## config.mk

```make
export PLATFORM = sky130hd
export DESIGN_NAME = match_flow_controller
export DESIGN_NICKNAME = d
export VERILOG_FILES = /design/src/rtl/match_flow_controller.sv
export SDC_FILE = /design/constraint.sdc
export NUM_CORES = 1
export LEC_CHECK = 0
export CAP_MARGIN = 20
export CORE_MARGIN = 2
export CORE_UTILIZATION = 55
export DETAILED_ROUTE_END_ITERATION = 10
export PLACE_DENSITY = 0.8
export SLEW_MARGIN = 20
export SYNTH_ARGS = -nofsm -noshare
export SYNTH_HDL_FRONTEND = slang
export SYNTH_SLANG_ARGS = --single-unit
```

## constraint.sdc

```tcl
create_clock -name game_clk -period 5 [get_ports game_clk]
set_input_delay 1 -clock game_clk [delete_from_list [all_inputs] [get_ports game_clk]]
set_output_delay 1 -clock game_clk [all_outputs]
set_load 0.02 [all_outputs]
```

## src/rtl/match_flow_controller.sv

```systemverilog
// -----------------------------------------------------------------------------
// match_flow_controller
//   Match-level sequencer that sits after the collision controller. It counts
//   points from the loss inputs and keeps the ball/paddle logic in reset
//   between rallies. It also runs the serve and point pauses, declares the
//   winner and raises sound requests.
//
// Ports
//   game_clk    in   game tick clock; all state changes on its rising edge
//   reset       in   asynchronous, active-high; clears everything
//   start_btn   in   rising edge starts a match from IDLE or OVER
//   lossA/lossB in   ball passed player A / B (the point goes to the other side)
//   wall_col    in   ball hit the floor or ceiling
//   paddle_col  in   ball hit a paddle
//   ball_reset  out  high = hold the collision controller in reset
//   points_a/b  out  match scores (3 bits)
//   state       out  IDLE=0 SERVE=1 PLAY=2 POINT=3 OVER=4
//   game_over   out  high while in OVER
//   winner      out  0 = A, 1 = B; valid while game_over is high
//   beep        out  sound request
//   beep_tone   out  0 wall, 1 paddle, 2 point, 3 win
// -----------------------------------------------------------------------------
module match_flow_controller #(
   parameter int WIN_SCORE   = 5,
   parameter int SERVE_TICKS = 120,
   parameter int POINT_TICKS = 90,
   parameter int BEEP_TICKS  = 8
) (
   input  logic       game_clk,
   input  logic       reset,
   input  logic       start_btn,
   input  logic       lossA,
   input  logic       lossB,
   input  logic       wall_col,
   input  logic       paddle_col,
   output logic       ball_reset,
   output logic [2:0] points_a,
   output logic [2:0] points_b,
   output logic [2:0] state,
   output logic       game_over,
   output logic       winner,
   output logic       beep,
   output logic [1:0] beep_tone
);

   typedef enum logic [2:0] {
      S_IDLE  = 3'd0,
      S_SERVE = 3'd1,
      S_PLAY  = 3'd2,
      S_POINT = 3'd3,
      S_OVER  = 3'd4
   } state_t;

   localparam int BW = $clog2(BEEP_TICKS + 1);

   state_t        r_state;
   logic [7:0]    r_timer;
   logic [2:0]    r_points_a;
   logic [2:0]    r_points_b;
   logic          r_ball_reset;
   logic          r_game_over;
   logic          r_winner;
   logic [BW-1:0] r_beep_cnt;
   logic [1:0]    r_beep_tone;

   // Previous-cycle copies used for rising-edge detection
   logic r_start_q, r_lossa_q, r_lossb_q, r_wall_q, r_paddle_q;

   logic       w_start_ev, w_lossa_ev, w_lossb_ev, w_wall_ev, w_paddle_ev;
   logic [2:0] w_a_plus, w_b_plus;
   logic       w_in_play, w_to_over, w_to_point;

   assign w_start_ev  = start_btn  & ~r_start_q;
   assign w_lossa_ev  = lossA      & ~r_lossa_q;
   assign w_lossb_ev  = lossB      & ~r_lossb_q;
   assign w_wall_ev   = wall_col   & ~r_wall_q;
   assign w_paddle_ev = paddle_col & ~r_paddle_q;

   assign w_a_plus  = r_points_a + 3'd1;
   assign w_b_plus  = r_points_b + 3'd1;
   assign w_in_play = (r_state == S_PLAY);

   // Only a single-sided loss can end the match; a void rally always pauses
   assign w_to_over  = w_in_play &
                       ((w_lossa_ev & ~w_lossb_ev & (w_b_plus == 3'(WIN_SCORE))) |
                        (w_lossb_ev & ~w_lossa_ev & (w_a_plus == 3'(WIN_SCORE))));
   assign w_to_point = w_in_play & (w_lossa_ev | w_lossb_ev) & ~w_to_over;

   always_ff @(posedge game_clk or posedge reset) begin
      if (reset) begin
         r_start_q  <= 1'b0;
         r_lossa_q  <= 1'b0;
         r_lossb_q  <= 1'b0;
         r_wall_q   <= 1'b0;
         r_paddle_q <= 1'b0;
      end else begin
         r_start_q  <= start_btn;
         r_lossa_q  <= lossA;
         r_lossb_q  <= lossB;
         r_wall_q   <= wall_col;
         r_paddle_q <= paddle_col;
      end
   end

   // Match FSM; ball_reset and game_over are registered together with the state
   always_ff @(posedge game_clk or posedge reset) begin
      if (reset) begin
         r_state      <= S_IDLE;
         r_timer      <= 8'd0;
         r_points_a   <= 3'd0;
         r_points_b   <= 3'd0;
         r_ball_reset <= 1'b1;
         r_game_over  <= 1'b0;
         r_winner     <= 1'b0;
      end else begin
         case (r_state)
            S_IDLE, S_OVER: begin
               if (w_start_ev) begin
                  r_state      <= S_SERVE;
                  r_timer      <= 8'(SERVE_TICKS - 1);
                  r_points_a   <= 3'd0;
                  r_points_b   <= 3'd0;
                  r_winner     <= 1'b0;
                  r_game_over  <= 1'b0;
                  r_ball_reset <= 1'b1;
               end
            end
            S_SERVE: begin
               if (r_timer == 8'd0) begin
                  r_state      <= S_PLAY;
                  r_ball_reset <= 1'b0;
               end else begin
                  r_timer <= r_timer - 8'd1;
               end
            end
            S_PLAY: begin
               if (w_lossa_ev | w_lossb_ev) begin
                  r_ball_reset <= 1'b1;
                  if (w_lossa_ev & ~w_lossb_ev) r_points_b <= w_b_plus;
                  if (w_lossb_ev & ~w_lossa_ev) r_points_a <= w_a_plus;
                  if (w_to_over) begin
                     r_state     <= S_OVER;
                     r_game_over <= 1'b1;
                     r_winner    <= w_lossa_ev;  // A lost the ball -> B scored
                  end else begin
                     r_state <= S_POINT;
                     r_timer <= 8'(POINT_TICKS - 1);
                  end
               end
            end
            S_POINT: begin
               if (r_timer == 8'd0) begin
                  r_state <= S_SERVE;
                  r_timer <= 8'(SERVE_TICKS - 1);
               end else begin
                  r_timer <= r_timer - 8'd1;
               end
            end
            default: begin
               r_state      <= S_IDLE;
               r_ball_reset <= 1'b1;
               r_game_over  <= 1'b0;
            end
         endcase
      end
   end

   // Sound requests: a new event always retriggers with a full duration.
   // Priority is win > point > paddle > wall.
   always_ff @(posedge game_clk or posedge reset) begin
      if (reset) begin
         r_beep_cnt  <= '0;
         r_beep_tone <= 2'd0;
      end else if (w_to_over) begin
         r_beep_cnt  <= BW'(BEEP_TICKS);
         r_beep_tone <= 2'd3;
      end else if (w_to_point) begin
         r_beep_cnt  <= BW'(BEEP_TICKS);
         r_beep_tone <= 2'd2;
      end else if (w_in_play & w_paddle_ev) begin
         r_beep_cnt  <= BW'(BEEP_TICKS);
         r_beep_tone <= 2'd1;
      end else if (w_in_play & w_wall_ev) begin
         r_beep_cnt  <= BW'(BEEP_TICKS);
         r_beep_tone <= 2'd0;
      end else if (r_beep_cnt != '0) begin
         r_beep_cnt <= r_beep_cnt - BW'(1);
      end
   end

   assign ball_reset = r_ball_reset;
   assign points_a   = r_points_a;
   assign points_b   = r_points_b;
   assign state      = r_state;
   assign game_over  = r_game_over;
   assign winner     = r_winner;
   assign beep       = (r_beep_cnt != '0);
   assign beep_tone  = r_beep_tone;

endmodule

```

==> summary.md, run 1 <==
| Metric | Value |
|---|---|
| RSZ-0062 raised after global routing | no |
| Detailed Routing Iterations Pass 1 | 4 |
| Arr. time, crit path | 3.36 ns |
| Mapped Avg Cell Area | 9.83 sq um |
| #FFs+latches synth | 31 |
| Seq. cell area | 777 sq um |
| Kind of critical path | input port to flop |
| Diodes inserted | 0 |
| Clk_skew | between 0.01 and 0.015 ns |
| Starting Density | 56.1% |
| Min-delay src | ball_reset |
| DRC viols | 0 |
| Startpoint types | input port |
| Ys Warns | 0 |
| Placed insts | approximately 220 |
| F_max | 0.319 GHz |
| R2R Setup Slk | 2.50 ns |
| Final Critical Period | 3.13 ns |
| Total Wirelength | 3390 um |
| Fin crit share | between 60% and 70% |
| Worst Tran Pin Value | 0.794 ns |
| Fin cells | 227 |
| Final core utilization | 65.3% |
| Seq/Total Area, Yosys | between 40% and 50% |
| Largest net degree at the start of global routing | 32 |
| Min-Delay Path Class | flop to flop |
| Clock power frac | 13.7% |
| CP endpoint kind | flop |
| CTS HTree Levels | 2 |
| WHS Endpoint | ball_reset |
| CTS tree | yes |
| Die height | 59.1 um |
| Number of global-route vias before repair | roughly 1300 |
| Cells after Synth | 170 |
| Yosys cell types | 47 |
| Footprint of the multi-input gates | 801 sq um |
| Worst Reg2Reg Path Length in Cells | 5 |
| Ys flop type | dfrtp_1 |
| Mapped Area | 0.00167 sq mm |
| Final net count | around 210 |
| Int Power | 597 uW |
| Fillcell total | about 240 |
| Cell area after layout | 0.00194 sq mm |
| Final Max Slew Viols | 0 |
| Clock edge transition at the registers on the reported setup and hold paths | 0.09 ns |
| Place WS | 1.59 ns |
| R2R Path Start | state[0] |
| Most common cell after layout, fill and taps aside | dfrtp_1 |
| Slew headroom | 46.6% |
| GRT Residual Overflow | 0 |
| Final worst slack | 1.87 ns |
| Number of synthesized flops with an enable pin | 0 |
| WP data required | 5.23 ns |
| Final Hold Fails | 0 |
| Combinational share of power | 43.0% |
| CTS root buffer | clkbuf_4 |
| FP Rows | 20 |
| Total track usage | 22.4% |
| Routed Antenna Nets | 0 |
| Ports | 22 |
| Outcome | finished, final reports clean |
| Syn_nets | 183 |
| Initial DRC Count | roughly 110 |
| Maximum vdd drop | 0.294 mV |
| Commonest non-fill, non-tap cells in the layout | dfrtp_1 (30), clkdlybuf4s50_1 (21), nor2_1 (20), inv_1 (14), o21ai_0 (13) |
| P_leak | 0.000865 uW |
| Hold-fix buffers at CTS | 0 |
| Initial antenna violation count | 0 |
| Inserted Clock Buffers | 5 |
| Core box area | 0.00298 sq mm |
| Clock buffer depth | 2 |
| Reg power frac | between 40 and 50% |
| DP HPWL | 2500 um |
| R2r endpoint | r_timer[1] |
| Worst-Skew Late Latency | 0.33 ns |
| Hold Crit Depth | 2 |
| First-pass GRT wire length | between 5000 and 6000 um |
| Placed inst area | around 0.0019 sq mm |
| Clock sinks | 31 |
| Via density | 5.94 |
| Setup_tns | 0 ns |
| P&R area growth vs syn | 16.3% |
| Die area | 0.00350 sq mm |
| Routed WL per cell | between 10 and 15 um |
| Postcts setup bufs | 0 |
| Cts repair resizes | 0 |
| Max-cap violations | 0 |
| Die width | 59.1 um |
| Sw frac | 39.7% |
| Switching Power | 393 uW |
| Power Density | 509 mW/mm^2 |
| Ratio of cells with drive above 1 in the final layout | under 10% |
| Async S/R FF share, synth | 100% |
| Worst-path fanout max | 9 |
| GPL Wtd Cong | 0.870 |
| Final setup fails | 0 |
| Port Buffers | 21 |
| Via count | 1349 |
how the worst max path moves through the flow:
stage	cells past startpoint	startpoint	slack [ns]	end
after floorplan	7	lossB	2.40	r_timer[1]
after global placement	7	lossB	1.70	r_timer[1]
after detailed placement	7	lossB	1.59	r_timer[1]
after CTS	7	lossB	1.91	r_timer[1]
after global routing	7	lossB	1.77	r_timer[1]
final	7	lossB	1.87	r_timer[1]
cells in the mapped netlist (2+ instances only):
cell type  number  share of area (%)
a211oi_1        5                2.2
a21o_1          2               0.90
or3_1           2               0.75
nor3_1          5                1.5
a31oi_1         2               0.75
nor2b_1         5                1.9
dfrtp_1        30                 45
o31ai_1         2               0.90
buf_2           4                1.2
xor2_1          2                1.0
o41ai_1         6                3.1
inv_1          14                3.1
or4_1           2               0.90
ha_1            6                4.5
nand2_1         8                1.8
nand2b_1        4                1.5
a211o_1         2                1.0
nand3b_1        3                1.3
nor4_1          3                1.1
a21oi_1         4                1.2
nor2_1         20                4.5
o21ai_0        13                3.9
o22a_1          2                1.0
per-layer routing:
layer,share of wire [%],vias to the layer above,track usage [%]
li1,-,663,-
met1,44,622,27.2
met2,49,52,37.1
met3,4.7,12,7.21
met4,2.2,0,8.77
met5,0,-,0
state kept, by name, indices dropped and copies added, names as in the netlist:
signal,cells
r_lossa_q,1
r_beep_cnt,4
r_wall_q,1
r_timer,8
state,3
r_start_q,1
points_a,3
r_paddle_q,1
game_over,1
r_lossb_q,1
points_b,3
ball_reset,1
winner,1
beep_tone,2
power by group through the flow:
| stage | combinational, uW | sequential, uW | clock (uW) |
|---|---|---|---|
| floorplan | 263 | 449 | 0 |
| global placement | 407 | 425 | 0 |
| detailed placement | 424 | 432 | 0 |
| CTS | 427 | 428 | 139 |
| global route | 474 | 444 | 152 |
| finish | 426 | 428 | 136 |
area by class of cell:
type                    count  share of cell area [%]
clock buffers               8                    2.51
well taps                  33                    2.12
inverters                  15                    3.02
multi-input cells         118                    41.2
flip-flops and latches     31                    40.0
repair buffers             22                    11.2
critical path, cell delays in order:
cell,delay (ns)
clkdlybuf4s50_1,0.46
nor2b_1,0.45
nand4_1,0.27
a21oi_2,0.44
or3_1,0.38
inv_4,0.05
mux2_4,0.29
metrics by stage:
| step | hold WS [ns] | power, uW |
|---|---|---|
| finish | 0.484 | 990 |
| floorplan | 0.448 | 712 |
| global placement | 0.462 | 832 |
| CTS | 0.483 | 994 |
| global route | 0.510 | 1070 |
| detailed placement | 0.465 | 857 |
logic make-up (layout without fill, tap and decap cells):
| family | after synthesis | after routing | share of synthesized area [%] |
|---|---|---|---|
| multiplexers | 2 | 2 | 1.57 |
| AO/OA/AOI/OAI | 47 | 47 | 21.0 |
| flip-flops | 31 | 31 | 46.5 |
| AND/OR/NAND/NOR | 60 | 60 | 19.3 |
| XOR/XNOR | 3 | 3 | 1.57 |
| adder cells (fa/ha/maj) | 6 | 6 | 4.49 |
| buffers and inverters | 21 | 45 | 5.61 |
Note: power is estimated with default switching activity, not from simulation.
==> run 2, diff against run 1 <==
--- a/config.mk
+++ b/config.mk
@@ -7,9 +7,9 @@
 export LEC_CHECK = 0
 export CAP_MARGIN = 20
 export CORE_MARGIN = 2
-export CORE_UTILIZATION = 55
+export CORE_UTILIZATION = 54
 export DETAILED_ROUTE_END_ITERATION = 10
-export PLACE_DENSITY = 0.8
+export PLACE_DENSITY = 0.78
 export SLEW_MARGIN = 20
 export SYNTH_ARGS = -nofsm -noshare
 export SYNTH_HDL_FRONTEND = slang
==> constraint.sdc (replaced) <==
create_clock -name game_clk -period 3.1 [get_ports game_clk]
set_input_delay 0.62 -clock game_clk [delete_from_list [all_inputs] [get_ports game_clk]]
set_output_delay 0.62 -clock game_clk [all_outputs]
set_load 0.02 [all_outputs]
==> run 2 against run 1 <==
Against the previous run: clock skew increased by 0.0054 ns; sequential power increased by 63%; global-route usage increased by 0.50 points; register-to-register slack got worse by 1.8 ns; cell count increased by 1.8%; design area increased by 3.5%; core utilization increased by 1.7 points.
==> summary.md, run 2 (synthesis gave the netlist of run 1 again) <==
| Metric | Value |
|---|---|
| Final Critical Period | 2.59 ns |
| Ratio of cells with drive above 1 in the final layout | 11.1% (was 7.73%) |
| DP HPWL | 2720 um (was 2500 um) |
| R2r endpoint | r_timer[1] (unchanged) |
| GRT Residual Overflow | 0 (unchanged) |
| Clock buffer depth | 2 (unchanged) |
| Min-Delay Path Class | flop to flop (unchanged) |
| Total track usage | 22.9% (was 22.4%) |
| FP Rows | 20 (unchanged) |
| CP endpoint kind | flop (unchanged) |
| Routed WL per cell | 15.7 um (was 14.9 um) |
| Port Buffers | 21 (unchanged) |
| Arr. time, crit path | 2.81 ns (was 3.36 ns) |
| CP Cell Sequence | clkdlybuf4s50_1 > nor2b_1 > nand4b_1 > a21oi_2 > or3_1 > inv_4 > mux2_4 (was clkdlybuf4s50_1 > nor2b_1 > nand4_1 > a21oi_2 > or3_1 > inv_4 > mux2_4) |
| P&R area growth vs syn | 20.4% (was 16.3%) |
| Via count | 1369 (was 1349) |
| DRC viols | 0 (unchanged) |
| Initial DRC Count | 77 (was 111) |
| Clock sinks | 31 (unchanged) |
| Worst Reg2Reg Path Length in Cells | 8 (was 5) |
| Total Wirelength | 3620 um (was 3390 um) |
| Power Density | 850 mW/mm^2 (was 509 mW/mm^2) |
| Diodes inserted | 0 (unchanged) |
| Worst-Skew Late Latency | 0.34 ns (was 0.33 ns) |
| Worst path slowest cell | or3_1 (was clkdlybuf4s50_1) |
| Seq. cell area | 777 sq um (unchanged) |
| Detailed Routing Iterations Pass 1 | 4 (unchanged) |
| GPL Wtd Cong | 0.896 (was 0.870) |
| CTS root buffer | clkbuf_4 (unchanged) |
| Via density | 5.93 (was 5.94) |
| Inserted Clock Buffers | 5 (unchanged) |
| Ports | 22 (unchanged) |
| WP data required | 3.32 ns (was 5.23 ns) |
| Number of global-route vias before repair | 1328 (was 1294) |
| Kind of critical path | input port to flop (unchanged) |
| Fin crit share | 83.6% |
| Core box area | 0.00300 sq mm (was 0.00298 sq mm) |
| Largest net degree at the start of global routing | 18 (was 32) |
| Initial antenna violation count | 0 (unchanged) |
| F_max | 0.386 GHz |
| Starting Density | 55.7% (was 56.1%) |
| Max-cap violations | 0 (unchanged) |
| First-pass GRT wire length | 5980 um (was 5810 um) |
| WHS Endpoint | ball_reset (unchanged) |
| Largest register FFs | 8 (unchanged) |
| Commonest non-fill, non-tap cells in the layout | dfrtp_1 (30), clkdlybuf4s50_1 (21), nor2_1 (20), inv_1 (14), o21ai_0 (13) (unchanged) |
| Postcts setup bufs | 0 (unchanged) |
| Slew headroom | 62.9% (was 46.6%) |
| Min-delay src | ball_reset (unchanged) |
| Final Hold Fails | 0 (unchanged) |
| Critical Path Max Stage Delay | 0.52 ns (was 0.46 ns) |
| Hold Crit Depth | 2 (unchanged) |
| Die area | 0.00356 sq mm (was 0.00350 sq mm) |
| Die height | 59.6 um (was 59.1 um) |
| P_leak | 0.000908 uW (was 0.000865 uW) |
| R2R Setup Slk | 0.66 ns (was 2.50 ns) |
| Tot Pwr | 1710 uW (was 990 uW) |
| Final setup fails | 0 (unchanged) |
| Worst-path fanout max | 8 (was 9) |
| Clock edge transition at the registers on the reported setup and hold paths | 0.11 ns (was 0.09 ns) |
| Die width | 59.6 um (was 59.1 um) |
| Routed Antenna Nets | 0 (unchanged) |
| Clk_skew | 0.0156 ns (was 0.0102 ns) |
| Worst Tran Pin Value | 0.556 ns (was 0.794 ns) |
| Final net count | 210 (was 206) |
| CTS HTree Levels | 2 (unchanged) |
| RSZ-0062 raised after global routing | no (unchanged) |
| Top Registers | r_timer (8), r_beep_cnt (4) (unchanged) |
| Fillcell total | 238 (was 242) |
| Outcome | finished, final reports clean (unchanged) |
| Hold-fix buffers at CTS | 0 (unchanged) |
| Most flops, register | r_timer (unchanged) |
| R2R Path Start | r_timer[0] (was state[0]) |
| Final Max Slew Viols | 0 (unchanged) |
| CTS tree | yes (unchanged) |
| Most common cell after layout, fill and taps aside | dfrtp_1 (unchanged) |
| Hold slack | 0.484 ns (about the same) |
| Startpoint types | input port (unchanged) |
| Cts repair resizes | 0 (unchanged) |
| Maximum vdd drop | 0.506 mV (was 0.294 mV) |
| Setup_tns | 0 ns (unchanged) |
| Footprint of the multi-input gates | 801 sq um (unchanged) |
-- run 2: changes by cell type in the layout (fill, tap and decap cells not counted), sizes merged --
| cell | change |
|---|---|
| buf | +4 |
| clkbuf | -2 |
| clkinv | +1 |
| bufinv | +1 |
-- run 2: worst max path at each step --
stage | slack (ns) | to | depth (start not counted) | startpoint
floorplan | 0.88 | r_timer[1] | 7 | lossB
global placement | 0.30 | r_timer[1] | 7 | lossB
detailed placement | 0.16 | r_timer[1] | 7 | lossB
CTS | 0.51 | r_timer[1] | 7 | lossB
global route | 0.45 | r_timer[1] | 7 | lossB
finish | 0.51 | r_timer[1] | 7 | lossB
-- run 2: metrics by stage --
step	area, sq um	util [%]	setup slack [ns]	cells
2_1_floorplan	1670	-	0.879	170
3_5_place_dp	1930	64.1	0.160	223
4_1_cts	2010	67.0	0.509	231
5_1_grt	2010	67.0	0.447	231
6_report	2010	67.0	0.509	231
3_3_place_gp	1930	64.1	0.303	223
-- run 2: final cells by class --
cell class                 instances  share of cell area, %
inverter                          15                   2.92
sequential                        31                   38.6
clock inverter                     2                   1.74
timing repair buffer              26                   12.3
clock buffer                       6                   2.55
tap                               33                   2.05
multi-input combinational        118                   39.8
-- run 2: critical path: cells and delay by family --
family,cells,cell delay (ns)
muxes,1,0.29
buffers and inverters,2,0.60
and+or+nand+nor,3,1.21
AOI/OAI and AO/OA,1,0.08
-- run 2: per-layer routing --
layer  up-vias  share of wire, %  global-route usage (%)
li1        669                 -                       -
met1       653                45                    28.1
met2        42                49                    37.7
met3         5               4.0                    6.77
met4         0               1.5                    9.52
met5         -                 0                       0
-- run 2: power breakdown --
| part | internal, uW | leakage, uW | total, uW | switching [uW] |
|---|---|---|---|---|
| combinational | 334 | 0.000478 | 680 | 345 |
| sequential | 543 | 0.000382 | 696 | 152 |
| clock | 191 | 0.0000482 | 334 | 144 |
| total | 1070 | 0.000908 | 1710 | 641 |
